**src/rtl/sdram_arb_pkg.sv**
```systemverilog
// sdram_arb_pkg: FSM states, grant codes and the default slot length.
// These are shared by the sdram_arbiter block.
package sdram_arb_pkg;
    typedef enum logic [1:0] {IDLE, SLOT, ACK} state_t;
    localparam logic [1:0] GNT_IDLE = 2'd0;
    localparam logic [1:0] GNT_DL   = 2'd1;
    localparam logic [1:0] GNT_CPU  = 2'd2;
    localparam logic [1:0] GNT_DMA  = 2'd3;
    localparam int SLOT_CYCLES_DEF = 8;
endpackage

```
**src/rtl/sdram_arb_rr.sv**
```systemverilog
// sdram_arb_rr: two-way cpu/dma round-robin pick plus its pointer register.
// The port served last loses a tie.
module sdram_arb_rr (
    input  logic clk,
    input  logic reset_n,
    input  logic cpu_req,
    input  logic dma_req,
    input  logic take,
    output logic pick_dma
);
    logic last_dma;
    assign pick_dma = dma_req && (!cpu_req || !last_dma);
    // Reset marks dma as last served, so cpu wins the first tie.
    always_ff @(posedge clk or negedge reset_n)
        if (!reset_n) last_dma <= 1'b1;
        else if (take) last_dma <= pick_dma;
endmodule

```
**src/rtl/sdram_arbiter.sv**
```systemverilog
// sdram_arbiter: slot-based arbiter for the download, cpu and dma ports in front of an SDRAM controller.
// Defining SDRAM_ARB_REFRESH_EN adds periodic refresh slots.
module sdram_arbiter
    import sdram_arb_pkg::*;
#(
    parameter int ADDR_W         = 25,
    parameter int SLOT_CYCLES    = SLOT_CYCLES_DEF,
    parameter int REFRESH_PERIOD = 250
) (
    input  logic              clk,
    input  logic              reset_n,
    input  logic              dl_req,
    output logic              dl_ack,
    input  logic [ADDR_W-1:0] dl_addr,
    input  logic [7:0]        dl_data,
    input  logic              cpu_req,
    input  logic              cpu_we,
    output logic              cpu_ack,
    input  logic [ADDR_W-1:0] cpu_addr,
    input  logic [7:0]        cpu_wdata,
    output logic [7:0]        cpu_rdata,
    input  logic              dma_req,
    output logic              dma_ack,
    input  logic [ADDR_W-1:0] dma_addr,
    output logic [7:0]        dma_rdata,
    input  logic              downloading,
    output logic [ADDR_W-1:0] sd_addr,
    output logic [7:0]        sd_din,
    output logic              sd_we,
    output logic              sd_oe,
    input  logic [7:0]        sd_dout,
    output logic              sd_refresh,
    output logic [1:0]        grant
);
    state_t     state;
    logic [3:0] cnt;
    logic [1:0] win;
    logic       ref_due, pick_dma, start, slot_end;

    sdram_arb_rr u_rr (
        .clk      (clk),
        .reset_n  (reset_n),
        .cpu_req  (cpu_req),
        .dma_req  (dma_req),
        .take     (start && win[1]),
        .pick_dma (pick_dma)
    );

    // A refresh slot starts with win = GNT_IDLE, so it drives no strobes and produces no ack.
    assign win = ref_due ? GNT_IDLE
               : downloading ? (dl_req ? GNT_DL : GNT_IDLE)
               : (cpu_req || dma_req) ? (pick_dma ? GNT_DMA : GNT_CPU) : GNT_IDLE;
    assign start    = state == IDLE && (ref_due || win != GNT_IDLE);
    assign slot_end = state == SLOT && cnt == 4'(SLOT_CYCLES - 1);

    always_ff @(posedge clk or negedge reset_n) begin
        if (!reset_n) begin
            state     <= IDLE;
            cnt       <= '0;
            grant     <= GNT_IDLE;
            sd_addr   <= '0;
            sd_din    <= '0;
            sd_we     <= 1'b0;
            sd_oe     <= 1'b0;
            dl_ack    <= 1'b0;
            cpu_ack   <= 1'b0;
            dma_ack   <= 1'b0;
            cpu_rdata <= '0;
            dma_rdata <= '0;
        end else begin
            case (state)
                IDLE: if (start) begin
                    state   <= SLOT;
                    cnt     <= '0;
                    grant   <= win;
                    sd_addr <= win == GNT_DL ? dl_addr : win == GNT_CPU ? cpu_addr : dma_addr;
                    sd_din  <= win == GNT_DL ? dl_data : cpu_wdata;
                    sd_we   <= win == GNT_DL || (win == GNT_CPU && cpu_we);
                    sd_oe   <= win == GNT_DMA || (win == GNT_CPU && !cpu_we);
                end
                SLOT: begin
                    cnt <= cnt + 1'b1;
                    if (slot_end) begin
                        state   <= ACK;
                        sd_we   <= 1'b0;
                        sd_oe   <= 1'b0;
                        dl_ack  <= grant == GNT_DL;
                        cpu_ack <= grant == GNT_CPU;
                        dma_ack <= grant == GNT_DMA;
                        if (sd_oe && grant == GNT_CPU) cpu_rdata <= sd_dout;
                        if (sd_oe && grant == GNT_DMA) dma_rdata <= sd_dout;
                    end
                end
                default: begin
                    state   <= IDLE;
                    grant   <= GNT_IDLE;
                    dl_ack  <= 1'b0;
                    cpu_ack <= 1'b0;
                    dma_ack <= 1'b0;
                end
            endcase
        end
    end

`ifdef SDRAM_ARB_REFRESH_EN
    logic [15:0] ref_cnt;
    assign ref_due = ref_cnt >= 16'(REFRESH_PERIOD);
    always_ff @(posedge clk or negedge reset_n) begin
        if (!reset_n) begin
            ref_cnt    <= '0;
            sd_refresh <= 1'b0;
        end else begin
            ref_cnt <= (start && ref_due) ? '0 : ref_due ? ref_cnt : ref_cnt + 1'b1;
            if (start && ref_due) sd_refresh <= 1'b1;
            else if (slot_end) sd_refresh <= 1'b0;
        end
    end
`else
    assign ref_due = 1'b0;
    // Refresh is disabled; the period parameter is kept so both builds share one parameter list.
    assign sd_refresh = 1'b0 && REFRESH_PERIOD != 0;
`endif
endmodule

```
**config.mk**
```make
export PLATFORM = sky130hd
export DESIGN_NAME = sdram_arbiter
export DESIGN_NICKNAME = d
export VERILOG_FILES = /design/src/rtl/sdram_arb_pkg.sv /design/src/rtl/sdram_arb_rr.sv /design/src/rtl/sdram_arbiter.sv
export SDC_FILE = /design/constraint.sdc
export NUM_CORES = 1
export LEC_CHECK = 0
export CAP_MARGIN = 10
export CELL_PAD_IN_SITES_DETAIL_PLACEMENT = 1
export CELL_PAD_IN_SITES_GLOBAL_PLACEMENT = 2
export CORE_MARGIN = 2
export CORE_UTILIZATION = 23
export CTS_CLUSTER_SIZE = 8
export DETAILED_ROUTE_END_ITERATION = 10
export GPL_ROUTABILITY_DRIVEN = 0
export PLACE_DENSITY = 0.79
export SETUP_SLACK_MARGIN = 0.5
export SLEW_MARGIN = 10
export SYNTH_ARGS = -nofsm -noshare
export SYNTH_HDL_FRONTEND = slang
export SYNTH_SLANG_ARGS = --single-unit
```
**constraint.sdc**
```tcl
create_clock -name clk -period 2.45 [get_ports clk]
set_clock_uncertainty 0.15 [all_clocks]
set_input_delay 0.49 -clock clk [delete_from_list [all_inputs] [get_ports clk]]
set_output_delay 0.49 -clock clk [all_outputs]
set_load 0.005 [all_outputs]
```
## Word-level counts from Yosys, hierarchy flattened

Index checks and enable logic that the tools add are counted.
W data, S select, Z words.

| operators by class | value |
|---|---|
| add/subtract/negate cells | 1 |
| multiply operators | 0 |
| div/mod/pow operators | 0 |
| order comparisons | 0 |
| equal/unequal tests | 10 |
| shifts and indexed selects | 0 |
| mux-type cells | 25 |
| bitwise logic cells | 2 |
| reductions and logical operators | 26 |

Operators with widths:

| cell | count |
|---|---|
| $mux W25 | 2 |
| $mux W2 | 5 |
| $pmux W1 S2 | 5 |
| $reduce_and A2 Y1 | 5 |
| $reduce_and A3 Y1 | 3 |
| $eq A2 B2 Y1 const B | 4 |
| $logic_and A1 B1 Y1 | 8 |
| $mux W1 | 8 |
| $mux W8 | 1 |
| $pmux W2 S2 | 2 |
| $pmux W4 S2 | 1 |
| $eq A2 B1 Y1 const B | 3 |
| $add A4 B1 Y4 const B | 1 |
| $eq A4 B3 Y1 const B | 1 |
| $logic_or A1 B1 Y1 | 4 |
| $mux W4 | 1 |
| $ne A2 B2 Y1 const B | 2 |
| $reduce_bool A2 Y1 | 2 |
| $logic_not A1 Y1 | 3 |
| $logic_not A2 Y1 | 1 |
| $not A1 Y1 | 2 |

| storage, ports and cells | value |
|---|---|
| register bits | 63 |
| latch bits | 0 |
| RAM bits | 0 |
| ROM bits | 0 |
| logic and storage cells | 77 |
| memories | 0 |

## Longest topological paths before layout

| depth | value |
|---|---|
| depth after elaboration | 11 |
| mapped depth | 7 |
| mapped depth without buffers | 5 |

## By module

A second synthesis with hierarchy kept.

| unflattened totals | value |
|---|---|
| cells, all modules | 291 |
| area total of the unflattened synthesis | 3,148.0 um2 |

By module, submodules not included:

| module | instances | cells each | area an instance (um2) |
|---|---|---|---|
| sdram_arbiter | 1 | 288 | 3,095.5 |
| sdram_arb_rr | 1 | 3 | 52.6 |

## Worst setup path before layout

OpenSTA, ideal clock, no wires.

| timing path | value |
|---|---|
| kind | register to register |
| start point | reg cnt[0] |
| end point | reg cpu_rdata[0] |
| library setup time | 0.125 ns |
| data arrival time | 1.547 ns |
| setup slack | 0.628 ns |
| stages on the path, launching flop included | 5 |
| path buffers | 0 |
| clock period less this slack | 1.822 ns |
| path through | dfrtp_1 -> ha_1 -> nand3b_1 -> nor4_4 -> mux2_2 |

| between the ends | value |
|---|---|
| word-level cells in the longest chain between the ends | 3 |

Ends and longest elaborated chain:

| item | RTL line | source |
|---|---|---|
| start, declared | sdram_arbiter.sv:36 | `logic [3:0] cnt;` |
| start signal, assigned | sdram_arbiter.sv:82 | `cnt <= cnt + 1'b1;` |
| $eq A4 B3 Y1 | sdram_arbiter.sv:54 | `assign slot_end = state == SLOT && cnt == 4'(SLOT_CYCLES - 1);` |
| $logic_and A1 B1 Y1 | sdram_arbiter.sv:54 |  |
| $reduce_and A3 Y1 (no source line) | -- |  |
| end signal, assigned | sdram_arbiter.sv:90 | `if (sd_oe && grant == GNT_CPU) cpu_rdata <= sd_dout;` |
| end, declared | sdram_arbiter.sv:21 | `output logic [7:0] cpu_rdata,` |

Every way passes these cells.
A chain may end at the register's enable or synchronous reset.

## Worst setup path in the final report

| timing path | value |
|---|---|
| start point | reg grant[1] |
| end point | out grant[1] |

RTL lines:

| item | RTL line | source |
|---|---|---|
| start, declared | sdram_arbiter.sv:33 | `output logic [1:0] grant` |
| start signal, assigned | sdram_arbiter.sv:75 | `grant <= win;` |

No word-level cell between the ends.

==> flow_metrics.env <==
export IMPL_run_status="finished, final reports clean"
export IMPL_start_util_pct=23.4
export IMPL_max_slew_margin_rel_pct=58.5
export IMPL_irDropWorstVdd_mv=0.310
export IMPL_p_leak_nw=2.30
export IMPL_cap_viol_max_count=0
export IMPL_rows=42
export IMPL_worstSetupPathType="flip-flop to output port"
export IMPL_clkSlewWorstSetupHoldPaths_ns=0.05
export IMPL_via_count=3028
export IMPL_drv_slew=0
export IMPL_drc_errors=0
export IMPL_area_delta_synth_final_pct=74.6
export IMPL_numCtsBuffers=9
export IMPL_n_fill_cell=1477
export IMPL_grt_max_degree=33
export IMPL_powerDensity_nw_per_um2=958
export IMPL_ys_warnings_count=0
export IMPL_final_common_cell="clkdlybuf4s50_1"
export IMPL_syn_avg_cell_area_sq_um=10.6
export IMPL_crit_family="buffers and inverters"
export IMPL_endpoint_kind="output port"
export IMPL_power_internal_mw=3.59
export IMPL_worst_pin_slew_ns=0.623
export IMPL_grt_overflow=0
export IMPL_io_buffers=161
export IMPL_drive_above_1_share_pct=16.1
export IMPL_die_y_microns=120
export IMPL_switching_share_pct=30.3
export IMPL_p_seq_share_pct=33.5
export IMPL_clkLatencyLatePin_ns=0.32
export IMPL_final_cell_mix="clkdlybuf4s50_1 (158), dfrtp_1 (59), a21oi_1 (32)"
export IMPL_wl_mm=11.4
export IMPL_num_nets_final=574
export IMPL_clock_root_buffer="clkbuf_16"
export IMPL_grt_pass1_wl_mm=17.3
export IMPL_worst_path_max_fanout=7
export IMPL_h_tree_depth=3
export IMPL_ys_seq_area_share_pct=51.3
export IMPL_yosys_top_cells_area="dfrtp_1 (50%), mux2i_1 (8.5%), mux2_2 (5.9%)"
export IMPL_fmax_mhz=527
export IMPL_core_sq_um=13100
export IMPL_final_period_utilization_pct=77.4
export IMPL_cts_path_max_buffers=2
export IMPL_synthCells=290
export IMPL_design_power_total_mw=5.15
export IMPL_cp_arrival_ns=1.26
export IMPL_grtUsageTotal_pct=15.4
export IMPL_hold_viol_final=0
export IMPL_critPathRequiredTime_ns=1.81
export IMPL_synth_seq_cells=63
export IMPL_yosysTopAreaCell="dfrtp_1"
export IMPL_dp_hpwl_mm=8.17
export IMPL_clkPwrFrac_pct=26.8
export IMPL_setup_tns_ns=0
export IMPL_syn_area_sq_um=3080
export IMPL_drt_pre_antenna_iters=4
export IMPL_cp_buffers_inverters=1
export IMPL_drt_iter0_markers=115
export IMPL_crit_path_top_delay_cell="clkdlybuf4s50_1"
export IMPL_multi_input_area_sq_um=1420
export IMPL_grt_pass1_vias=3291
export IMPL_wl_per_cell_microns=17.6
export IMPL_clock_sinks=63
export IMPL_cp_slowest_stage_delay_ns=0.52
export IMPL_vias_per_cell=4.67
export IMPL_antenna_found_initial=1
export IMPL_register_area_sq_um=1580
export IMPL_crit_chain="clkdlybuf4s50_1"
export IMPL_io_pins=163
export IMPL_ant_nets=0
export IMPL_combinationalPowerShare_pct=39.8
export IMPL_setup_violations=0
export IMPL_yosys_area_top_type_share_pct=50.4
export IMPL_fp_dieArea_sq_um=14300
export IMPL_die_x_microns=120
export IMPL_startpoint_type="flip-flop"
export IMPL_ctsHoldBuffers=0
export IMPL_cts_tree="done"
export IMPL_p_sw_mw=1.56
export IMPL_hold_path_class="primary input to async pin"
export IMPL_period_needed_ns=1.90
export IMPL_synth_fp_nets=397
export IMPL_synth_distinct_cells=43
export IMPL_rsz0062_at_grt="false"
[worst paths after layout]
kind                                           start                         to  slack, ns  cells past startpoint
max in group asynchronous                    reset_n    sd_addr[23]$_DFFE_PN0P_       1.50                      2
min                                          reset_n         cnt[3]$_DFFE_PN0P_       0.03                      1
max reg2reg                       cnt[0]$_DFFE_PN0P_   dma_rdata[3]$_DFFE_PN0P_       0.57                      5
min in group clk           u_rr.last_dma$_DFFE_PN1P_  u_rr.last_dma$_DFFE_PN1P_       0.34                      2
min reg2reg                u_rr.last_dma$_DFFE_PN1P_  u_rr.last_dma$_DFFE_PN1P_       0.34                      2
max                             grant[1]$_DFFE_PN0P_                   grant[1]       0.55                      1
[logic make-up after synthesis]
| group | share of synthesized area (%) |
|---|---|
| compound gates | 14.2 |
| fa+ha+maj | 0.407 |
| buf+inv | 4.39 |
| flops | 51.3 |
| mux | 14.3 |
| other cells | 0.122 |
| simple gates | 15.3 |
[cell usage after synthesis (all sizes together)]
master	number
dfrtp	62
a21oi	33
o21ai	29
nand2	28
mux2i	26
and3	25
mux2	16
buf	12
nor2	11
a31oi	8
clkbuf	7
nand3	4
a22o	2
a32o	2
nand2b	2
nand3b	2
nand4b	2
or2	2
or3	2
a21o	1
and2	1
and3b	1
and4	1
conb	1
dfstp	1
ha	1
inv	1
nand4	1
nor2b	1
nor3b	1
nor4	1
o21bai	1
o2bb2ai	1
o31ai	1
[per-stage QoR]
step | hold slack [ns] | setup slack, ns | cells | area [sq um] | utilization, %
floorplan | 0.0444 | 0.628 | 290 | 3080 | -
global placement | 0.321 | 0.218 | 623 | 4900 | 37.3
detailed placement | 0.329 | 0.114 | 623 | 4900 | 37.3
CTS | 0.0549 | 0.478 | 643 | 5270 | 40.1
global route | 0.0784 | 0.500 | 649 | 5370 | 40.9
finish | 0.0296 | 0.554 | 649 | 5370 | 40.9
[cell type report]
cell class,instances,area share (%)
inverter,1,0.0699
multi-input combinational,209,26.5
clock buffer,11,4.52
clock inverter,5,1.51
sequential,63,29.4
tap,176,4.10
antenna,1,0.0466
timing repair buffer,183,33.8
[metal layers]
| layer | track usage (%) | up-vias | wire [microns] |
|---|---|---|---|
| met2 | 26.1 | 105 | 5590 |
| met3 | 4.99 | 9 | 770 |
| met5 | 0 | - | 0 |
| li1 | - | 1403 | - |
| met4 | 4.85 | 0 | 113 |
| met1 | 18.6 | 1511 | 4970 |
[power groups by stage]
stage / Sequential [mW] / Combinational, mW / Clock (mW)
after CTS: 1.72 / 2.02 / 1.42
after global placement: 1.72 / 1.89 / 0
after floorplan: 1.72 / 0.746 / 0
final: 1.72 / 2.05 / 1.38
after global routing: 1.77 / 2.22 / 1.47
after detailed placement: 1.74 / 1.94 / 0
[registers in the layout (all words and copies together) (netlist names), 2 cells and up]
register and cells:
grant 2, dma_rdata 8, sd_din 8, cpu_rdata 8, cnt 4, state 2, sd_addr 25
[repair_timing]
action,CTS,global route
gates resized for setup,7,17
buffers inserted,4,2
endpoints found under the setup margin,30,44
pin swaps,2,5
gates cloned,0,3
No activity file was read; power rests on OpenSTA's default activity.
